$ cat src/rtl/sub_ctrl_pkg.sv
// Shared state encoding and default width for the bit-serial subtractor controller.
package sub_ctrl_pkg;

    typedef enum logic [1:0] {
        S_IDLE = 2'd0,
        S_RUN  = 2'd1,
        S_DONE = 2'd2
    } state_t;

    localparam int DEFAULT_WIDTH = 8;

endpackage

$ cat src/rtl/sub_bit_cell.sv
// One-bit full subtractor built from two cascaded half-subtractor stages.
module sub_bit_cell (
    input  logic x,
    input  logic y,
    input  logic bin,
    output logic d,
    output logic bout
);

    logic d1;
    logic b1;
    logic b2;

    always_comb begin
        d1   = x ^ y;
        b1   = ~x & y;
        d    = d1 ^ bin;
        b2   = ~d1 & bin;
        bout = b1 | b2;
    end

endmodule

$ cat src/rtl/serial_sub_ctrl.sv
// Bit-serial subtractor: diff = a - b, one bit per cycle LSB-first through a
// single sub_bit_cell, with a start/done handshake.
module serial_sub_ctrl
    import sub_ctrl_pkg::*;
#(
    parameter  int WIDTH = DEFAULT_WIDTH,
    localparam int CNT_W = $clog2(WIDTH)
) (
    input  logic             clk,
    input  logic             rst_n,
    input  logic             start,
    input  logic [WIDTH-1:0] a,
    input  logic [WIDTH-1:0] b,
    output logic             busy,
    output logic             done,
    output logic [WIDTH-1:0] diff,
    output logic             borrow_out
);

    localparam logic [CNT_W-1:0] LAST_BIT = CNT_W'(WIDTH - 1);

    state_t           state;
    logic [WIDTH-1:0] a_sr;
    logic [WIDTH-1:0] b_sr;
    logic [WIDTH-1:0] res_sr;
    logic [CNT_W-1:0] cnt;
    logic             borrow_reg;
    logic             cell_d;
    logic             cell_bout;

    sub_bit_cell u_cell (
        .x    (a_sr[0]),
        .y    (b_sr[0]),
        .bin  (borrow_reg),
        .d    (cell_d),
        .bout (cell_bout)
    );

    assign busy = (state == S_RUN);
    assign done = (state == S_DONE);

    // The result word fills from the top, so after WIDTH shifts bit 0 holds the LSB.
    always_ff @(posedge clk or negedge rst_n) begin
        if (!rst_n) begin
            state      <= S_IDLE;
            a_sr       <= '0;
            b_sr       <= '0;
            res_sr     <= '0;
            cnt        <= '0;
            borrow_reg <= 1'b0;
            diff       <= '0;
            borrow_out <= 1'b0;
        end else begin
            case (state)
                S_IDLE: begin
                    if (start) begin
                        a_sr       <= a;
                        b_sr       <= b;
                        res_sr     <= '0;
                        cnt        <= '0;
                        borrow_reg <= 1'b0;
                        state      <= S_RUN;
                    end
                end
                S_RUN: begin
                    a_sr       <= a_sr >> 1;
                    b_sr       <= b_sr >> 1;
                    res_sr     <= {cell_d, res_sr[WIDTH-1:1]};
                    borrow_reg <= cell_bout;
                    cnt        <= cnt + 1'b1;
                    if (cnt == LAST_BIT) begin
                        diff       <= {cell_d, res_sr[WIDTH-1:1]};
                        borrow_out <= cell_bout;
                        state      <= S_DONE;
                    end
                end
                S_DONE: begin
                    state <= S_IDLE;
                end
                default: begin
                    state <= S_IDLE;
                end
            endcase
        end
    end

endmodule

$ cat config.mk
export PLATFORM = sky130hd
export DESIGN_NAME = serial_sub_ctrl
export DESIGN_NICKNAME = d
export VERILOG_FILES = /design/src/rtl/sub_ctrl_pkg.sv /design/src/rtl/sub_bit_cell.sv /design/src/rtl/serial_sub_ctrl.sv
export SDC_FILE = /design/constraint.sdc
export NUM_CORES = 1
export LEC_CHECK = 0
export BUFFER_PORTS_ARGS = -buffer_cell sky130_fd_sc_hd__buf_2
export CORE_MARGIN = 2
export CORE_UTILIZATION = 50
export DETAILED_ROUTE_END_ITERATION = 7
export PLACE_DENSITY = 0.73
export SKIP_CTS_REPAIR_TIMING = 1
export SLEW_MARGIN = 30
export SYNTH_ARGS = -nofsm -noshare
export SYNTH_HDL_FRONTEND = slang
export SYNTH_SLANG_ARGS = --single-unit
$ cat constraint.sdc
create_clock -name clk -period 1.7 [get_ports clk]
set_input_delay 0.34 -clock clk [delete_from_list [all_inputs] [get_ports clk]]
set_output_delay 0.34 -clock clk [all_outputs]
set_load 0.005 [all_outputs]
=== Word-level counts from Yosys, hierarchy flattened ===
Index checks and enable logic that the tools add are counted.

* Register bits: 39
* Output and inout bits: 11

* Add/subtract/negate cells: 1
* Equal/unequal tests: 5
* Multiplexer cells: 13
* Bitwise operators: 7
* Reductions and logical operators: 5

{| class="wikitable"
|+ Operators by type and width
! kind !! count
|-
| $pmux W8 S2 || 3
|-
| $mux W8 || 3
|-
| $pmux W3 S2 || 1
|-
| $reduce_and A2 Y1 || 3
|-
| $mux W2 || 2
|-
| $pmux W2 S2 || 1
|-
| $add A3 B1 Y3 const B || 1
|-
| $eq A3 B3 Y1 const B || 1
|-
| $mux W3 || 1
|-
| $and A1 B1 Y1 || 2
|-
| $eq A2 B1 Y1 const B || 1
|-
| $eq A2 B2 Y1 const B || 1
|-
| $logic_not A2 Y1 || 1
|-
| $ne A2 B1 Y1 const B || 1
|-
| $ne A2 B2 Y1 const B || 1
|-
| $not A1 Y1 || 2
|-
| $pmux W1 S2 || 1
|-
| $reduce_bool A2 Y1 || 1
|-
| $xor A1 B1 Y1 || 2
|-
| $mux W1 || 1
|-
| $or A1 B1 Y1 || 1
|}

=== Depth between registers and ports, before layout ===
Gate-level depths: netlist of run 1.

* Depth after elaboration: 5
* Mapped depth: 6

=== Hierarchy ===
From an unflattened synthesis of run 1, not the netlist that was laid out.

* Cell total of the unflattened synthesis: 138
* Area total of the unflattened synthesis: 1671.6 um^2

{| class="wikitable"
|+ By module, submodules not included
! module !! instances !! cells each !! area an instance (um^2) !! sequential area each (um^2)
|-
| serial_sub_ctrl || 1 || 134 || 1640.3 || 950.9
|-
| sub_bit_cell || 1 || 4 || 31.3 || 0.0
|}

=== Worst setup path after synthesis of run 1 ===
Ideal clock, no wire load.

* Path type: register to register
* Start point: register cnt[0]
* End point: register diff[0]
* Arrival: 1.302 ns
* Required time: 1.575 ns
* Slack: 0.274 ns
* Cell stages (with the launch flop): 6
* Path buffers: 1
* Period minus slack after synthesis: 1.426 ns
* Path through: dfrtp_1 > ha_1 > ha_1 > nand3b_4 > buf_6 > mux2_2

* Cells in the longest elaborated chain, start to end: 2

{| class="wikitable"
|+ RTL lines
! what !! line !! RTL
|-
| start: declaration || serial_sub_ctrl.sv:26 || <nowiki>logic [CNT_W-1:0] cnt;</nowiki>
|-
| start signal: assignment || serial_sub_ctrl.sv:70 || <nowiki>cnt <= cnt + 1'b1;</nowiki>
|-
| $eq A3 B3 Y1 || serial_sub_ctrl.sv:71 || <nowiki>if (cnt == LAST_BIT) begin</nowiki>
|-
| $reduce_and A2 Y1 (no source line) || -- ||
|-
| end signal: assignment || serial_sub_ctrl.sv:72 || <nowiki>diff <= {cell_d, res_sr[WIDTH-1:1]};</nowiki>
|-
| end: declaration || serial_sub_ctrl.sv:16 || <nowiki>output logic [WIDTH-1:0] diff,</nowiki>
|}

Every way passes these cells.
A chain may end at the register's enable or synchronous reset.

=== Worst setup path in the final report of run 1 ===
* Start point: register state[1]
* End point: output port busy

* Cells in the longest elaborated chain, start to end: 1

{| class="wikitable"
|+ RTL lines
! what !! line !! RTL
|-
| start: declaration || serial_sub_ctrl.sv:22 || <nowiki>state_t state;</nowiki>
|-
| start signal: assignment || serial_sub_ctrl.sv:45 || <nowiki>state <= S_IDLE;</nowiki>
|-
| start signal: assignment || serial_sub_ctrl.sv:62 || <nowiki>state <= S_RUN;</nowiki>
|-
| start signal: assignment || serial_sub_ctrl.sv:74 || <nowiki>state <= S_DONE;</nowiki>
|-
| $eq A2 B1 Y1 || serial_sub_ctrl.sv:39 || <nowiki>assign busy = (state == S_RUN);</nowiki>
|-
| end: declaration || serial_sub_ctrl.sv:14 || <nowiki>output logic busy,</nowiki>
|}

Every way passes these cells.

==> metrics, run 1 <==
distinct cell type count after synthesis 22; worst r2r src cnt[0]; top_reg_cell synth dfrtp_1; Post-synth top cells dfrtp_1, o22ai_1, a21oi_1; met1 usage 27.2%; first-pass GRT wire length 5.28 mm; Num Clock Sinks 38; post-route cell area 1920 sq um; Routed WL 3.23 mm; Synth area leader dfrtp_1; WL per Instance 14.9 microns; met3 global-route usage 6.30%; DRC 0; CP Capture Type output pin; Post-Route Skew 10.7 ps; syn_nets 162; Peak Freq 0.607 GHz; Post-synth ARST share 100%; Layout area overhead 16.2%; worst r2r path cells 4; CTS max path bufs 2; GRT met2 Usage 30.1%; Port Buffers 29; hold_ws 225 ps; starting density of the core 53.1%; crit path time final 1650 ps; WHS Endpoint b_sr[7]; Mapped Area 1650 sq um; clock slew at reported path FFs 110 ps; Die Footprint 3770 sq um; IO Count 30; TritonCTS clock tree built; Synth Register Bits 38; critical path fanouts, max 10; routed via count 1182; hold path start b[7]; first-pass iteration count of the detailed router 4; Post-synth EDFFs 0; Tot Pwr 3.36 mW; Finish-stage setup viols 0; initial antenna violation count 0; placed cell areas 1820 sq um; Max-Slew Margin vs Limit 46.0%; ranking of synthesized cells by area dfrtp_1, o22ai_1, mux2_2; Setup Crit Path Kind reg2out; Final WS setup 53.6 ps; DR vias/cell 5.47; largest net degree at the start of global routing 22; status finished, final reports clean; gr ovfl total 0; Clk Latency, worst-skew pair 350 ps; Synth top area share 57.7%; max_cap viols 0; Tightest Pin Transition 808 ps; arrival time worst endpoint 1310 ps; H-tree depth 2; Layout Nets 193; Final GP Congestion 0.751; share of layout cells above drive strength 1 32.0%; pwr dens 1750 nW/um^2; worst reg2reg setup slack 200 ps; row cnt 20; Root Buffer clkbuf_4; Pleak 0.913 nW; Total GRT Usage 19.9%; Layout fillers 292; Die Wd 61.4 microns; placed cell count 207; post-route antenna net violation count 0; biggest regs a_sr: 8 flops, b_sr: 8 flops, diff: 8 flops; Reg2Reg Capture Point diff[3]; clock buffer count from CTS 5; critical path launch point state[1]; final cell count without fillers 216; number of global-route vias before repair 1141; setup TNS 0 ps; Syn Area/Cell 11.8 sq um; WHS Path Cells 3; final hold viol count 0; die span in y 61.4 microns; HPWL Detailed 2.22 mm; Critical Path Start Type register; Seq/Total Area, Yosys 57.7%; peak supply drop 0.000772 V; count of final max-slew check failures 0; Initial DRC Count 43; worst path required time 1360 ps; Top Usage Layer GRT met2; fin crit share 96.8%; n_diodes 0; count leader, synth dfrtp_1; gate count after technology mapping 140; HP Class in2reg; Final Util 61.7%; Yosys warnings 0; CORE AREA 3100 sq um; DP Worst Slack 230 ps
==> area by class of cell <==
type                            instances  area (sq um)  share of cell area [%]
Inverter                                7          28.8                    1.50
Clock inverter                          3          45.0                    2.35
Sequential cell                        38           952                    49.7
Multi-Input combinational cell         84           592                    30.9
Clock buffer                            5          37.5                    1.96
Tap cell                               44          55.1                    2.87
Timing Repair Buffer                   35           205                    10.7
==> how the worst max path moves through the flow <==
stage,endpoint,depth (start not counted)
floorplan,diff[0],5
global placement,diff[1],4
detailed placement,diff[7],4
CTS,busy,3
global route,busy,3
finish,busy,3
==> cell families (layout without fill, tap and decap cells) <==
| kind of cell | Yosys count | count (layout) | share of synthesized area, % |
|---|---|---|---|
| AOI/OAI and AO/OA | 59 | 59 | 22.3 |
| adders and majority gates | 3 | 3 | 2.73 |
| buffers and inverters | 18 | 50 | 6.45 |
| DFF | 38 | 38 | 57.7 |
| muxes | 8 | 8 | 5.46 |
| and+or+nand+nor | 14 | 14 | 5.39 |
==> cell usage in the layout (no fill, tap or decap), drive strengths merged <==
| cell | netlist | routed |
|---|---|---|
| dfrtp | 38 | 38 |
| buf | 10 | 34 |
| o22ai | 26 | 26 |
| a21oi | 15 | 15 |
| a22o | 9 | 9 |
| mux2 | 8 | 8 |
| o21ai | 8 | 8 |
| inv | 7 | 7 |
| nand2 | 5 | 5 |
| clkbuf | 1 | 5 |
| nor2 | 3 | 3 |
| nand2b | 2 | 2 |
| nor2b | 2 | 2 |
| ha | 2 | 2 |
| clkinvlp | 0 | 2 |
| nand3b | 1 | 1 |
| o21bai | 1 | 1 |
| or4b | 1 | 1 |
| fa | 1 | 1 |
| bufinv | 0 | 1 |
| dlygate4sd3 | 0 | 1 |
==> per-layer routing <==
layer	vias up	routed length, microns
met5	-	0
met4	0	48
met3	6	154
met2	27	1520
met1	569	1510
li1	580	-
==> worst max-delay path: stages, from the launching register on <==
cell and delay [ps]:
dfrtp_2 480, nand2b_1 220, inv_4 130, buf_2 130
==> report_power, final <==
part / switching [mW] / internal, mW / total [mW] / leakage [nW]
logic: 0.590 / 0.572 / 1.16 / 0.407
registers: 0.287 / 1.29 / 1.58 / 0.469
clock network: 0.308 / 0.308 / 0.617 / 0.0374
(Power assumes the default switching activity.)
==> inputs of run 2 (changes only) <==
--- a/config.mk
+++ b/config.mk
@@ -5,7 +5,7 @@
 export SDC_FILE = /design/constraint.sdc
 export NUM_CORES = 1
 export LEC_CHECK = 0
-export BUFFER_PORTS_ARGS = -buffer_cell sky130_fd_sc_hd__buf_2
+export BUFFER_PORTS_ARGS = -buffer_cell sky130_fd_sc_hd__buf_4
 export CORE_MARGIN = 2
 export CORE_UTILIZATION = 50
 export DETAILED_ROUTE_END_ITERATION = 7
==> constraint.sdc (replaced) <==
create_clock -name clk -period 1.6 [get_ports clk]
set_input_delay 0.32 -clock clk [delete_from_list [all_inputs] [get_ports clk]]
set_output_delay 0.32 -clock clk [all_outputs]
set_load 0.005 [all_outputs]
==> run 2 against run 1 <==
  * Non-clock buffer count rose by 4
  * Routed wire length increased by 0.12%
  * Core utilization increased by 3.7 points
  * Sequential power rose by 5%
  * Cell count rose by 1.9%
  * Sequential share of layout area is 2.8 points lower
  * Via count rose by 2.5%
  * Hold slack got worse by 14 ps
  * Global-route usage decreased by 0.72 points
  * Largest cell class unchanged
  * Highest routed layer unchanged
==> metrics, run 2 (synthesis results as in run 1) <==
Critical Path Start Type register; Post-Route Skew 15.4 ps (+4.64 ps); final cell count without fillers 220 (+1.9%); Finish-stage setup viols 0 (unchanged); Setup Crit Path Kind reg2out; row cnt 20 (unchanged); Die Wd 61.4 microns (unchanged); Pleak 0.964 nW (+5.6%); placed cell count 205 (-0.97%); Total GRT Usage 19.2% (-0.72 points); n_diodes 0 (unchanged); cell mode on critical path buf_4; Final WS setup 79.4 ps (+25.8 ps); post-route cell area 2030 sq um (+6.0%); Routed WL 3.23 mm (+0.12%); HPWL Detailed 2.09 mm (-5.7%); starting density of the core 53.1% (unchanged); TritonCTS clock tree built; largest net degree at the start of global routing 39 (+77%); peak supply drop 0.000816 V (+5.8%); Root Buffer clkbuf_4; first-pass GRT wire length 5.12 mm (-3.0%); worst reg2reg setup slack 130 ps (-70 ps); Layout area overhead 23.1%; WL per Instance 14.7 microns (-1.7%); initial antenna violation count 0 (unchanged); gr ovfl total 0 (unchanged); Tightest Pin Transition 494 ps (-314 ps); Clk Latency, worst-skew pair 370 ps (+20 ps); routed via count 1212 (+2.5%); Peak Freq 0.658 GHz; Final Util 65.4% (+3.7 points); number of global-route vias before repair 1125 (-1.4%); setup TNS 0 ps (unchanged); worst path required time 1280 ps (-80 ps); H-tree depth 2 (unchanged); post-route antenna net violation count 0 (unchanged); Reg2Reg Capture Point diff[6]; Initial DRC Count 98 (+130%); crit path time final 1520 ps; count of final max-slew check failures 0 (unchanged); critical-path cell list buf_4, inv_1, nor2_1, buf_4; status finished, final reports clean; HP Class in2reg; final hold viol count 0 (unchanged); CP Capture Type output pin; Layout Nets 197 (+2.1%); fin crit share 95.0%; DP Worst Slack 125 ps (-106 ps); RSZ-0062 raised after global routing no; Critical Path Slowest Stage Cell dfrtp_2; CTS max path bufs 2 (unchanged); max_cap viols 0 (unchanged); critical path fanouts, max 7 (-3); Die Footprint 3770 sq um (unchanged); CORE AREA 3100 sq um (unchanged); die span in y 61.4 microns (unchanged); worst r2r src cnt[0]; first-pass iteration count of the detailed router 4 (unchanged); pwr dens 1920 nW/um^2 (+9.4%); DRC 0 (unchanged); hold_ws 211 ps (-14.4 ps); clock buffer count from CTS 5 (unchanged); share of layout cells above drive strength 1 34.1% (+2.1 points); arrival time worst endpoint 1200 ps (-110 ps); Max-Slew Margin vs Limit 67.1% (+21 points); hold path start a[7]; Tot Pwr 3.90 mW (+16%); most common cell after layout, fill and taps aside buf_4; DR vias/cell 5.51 (+0.67%); placed cell areas 1860 sq um (+2.5%); Final GP Congestion 0.732 (-2.6%); Num Clock Sinks 38 (unchanged); worst setup path endpoint done; most frequent cells in the layout buf_4, dfrtp_1, o22ai_1; highest cell delay on the worst timing path 440 ps (-40 ps); clock slew at reported path FFs 120 ps (about the same); critical path launch point state[1]; worst r2r path cells 4 (unchanged); biggest regs a_sr: 8 flops, b_sr: 8 flops, diff: 8 flops; Port Buffers 29 (unchanged); IO Count 30 (unchanged)
## run 2: metal layers
layer	GRT usage (%)	wire, microns	vias up
met1	25.2	1520	589
li1	-	-	592
met3	6.30	145	7
met5	0	0	-
met4	8.51	60	0
met2	29.2	1510	24
## run 2: layout make-up
type / count / area, sq um
repair buffers: 39 / 295
fillers: 263 / 1070
clock buffers: 5 / 37.5
clock inverters: 3 / 68.8
multi-input cells: 84 / 592
inverters: 7 / 28.8
well taps: 44 / 55.1
flip-flops and latches: 38 / 953
## run 2: worst min path at each step
| stage | end | cells past startpoint |
|---|---|---|
| floorplan | a_sr[0] | 0 |
| global placement | a_sr[0] | 1 |
| detailed placement | a_sr[0] | 1 |
| CTS | a_sr[0] | 1 |
| global route | a_sr[7] | 3 |
| finish | a_sr[7] | 3 |
## run 2: worst max-delay path, delay by kind of cell (launching register included)
family                 cells  cell delay, ps
flip-flops                 1             440
AND/OR/NAND/NOR            1              40
buffers and inverters      3             360
## run 2: power by group
group          total (mW)  switching (mW)  leakage (nW)  internal [mW]
Clock               0.836           0.348        0.0554          0.488
Sequential           1.66           0.287         0.468           1.38
Combinational        1.40           0.660         0.440          0.737
Total                3.90            1.29         0.964           2.60
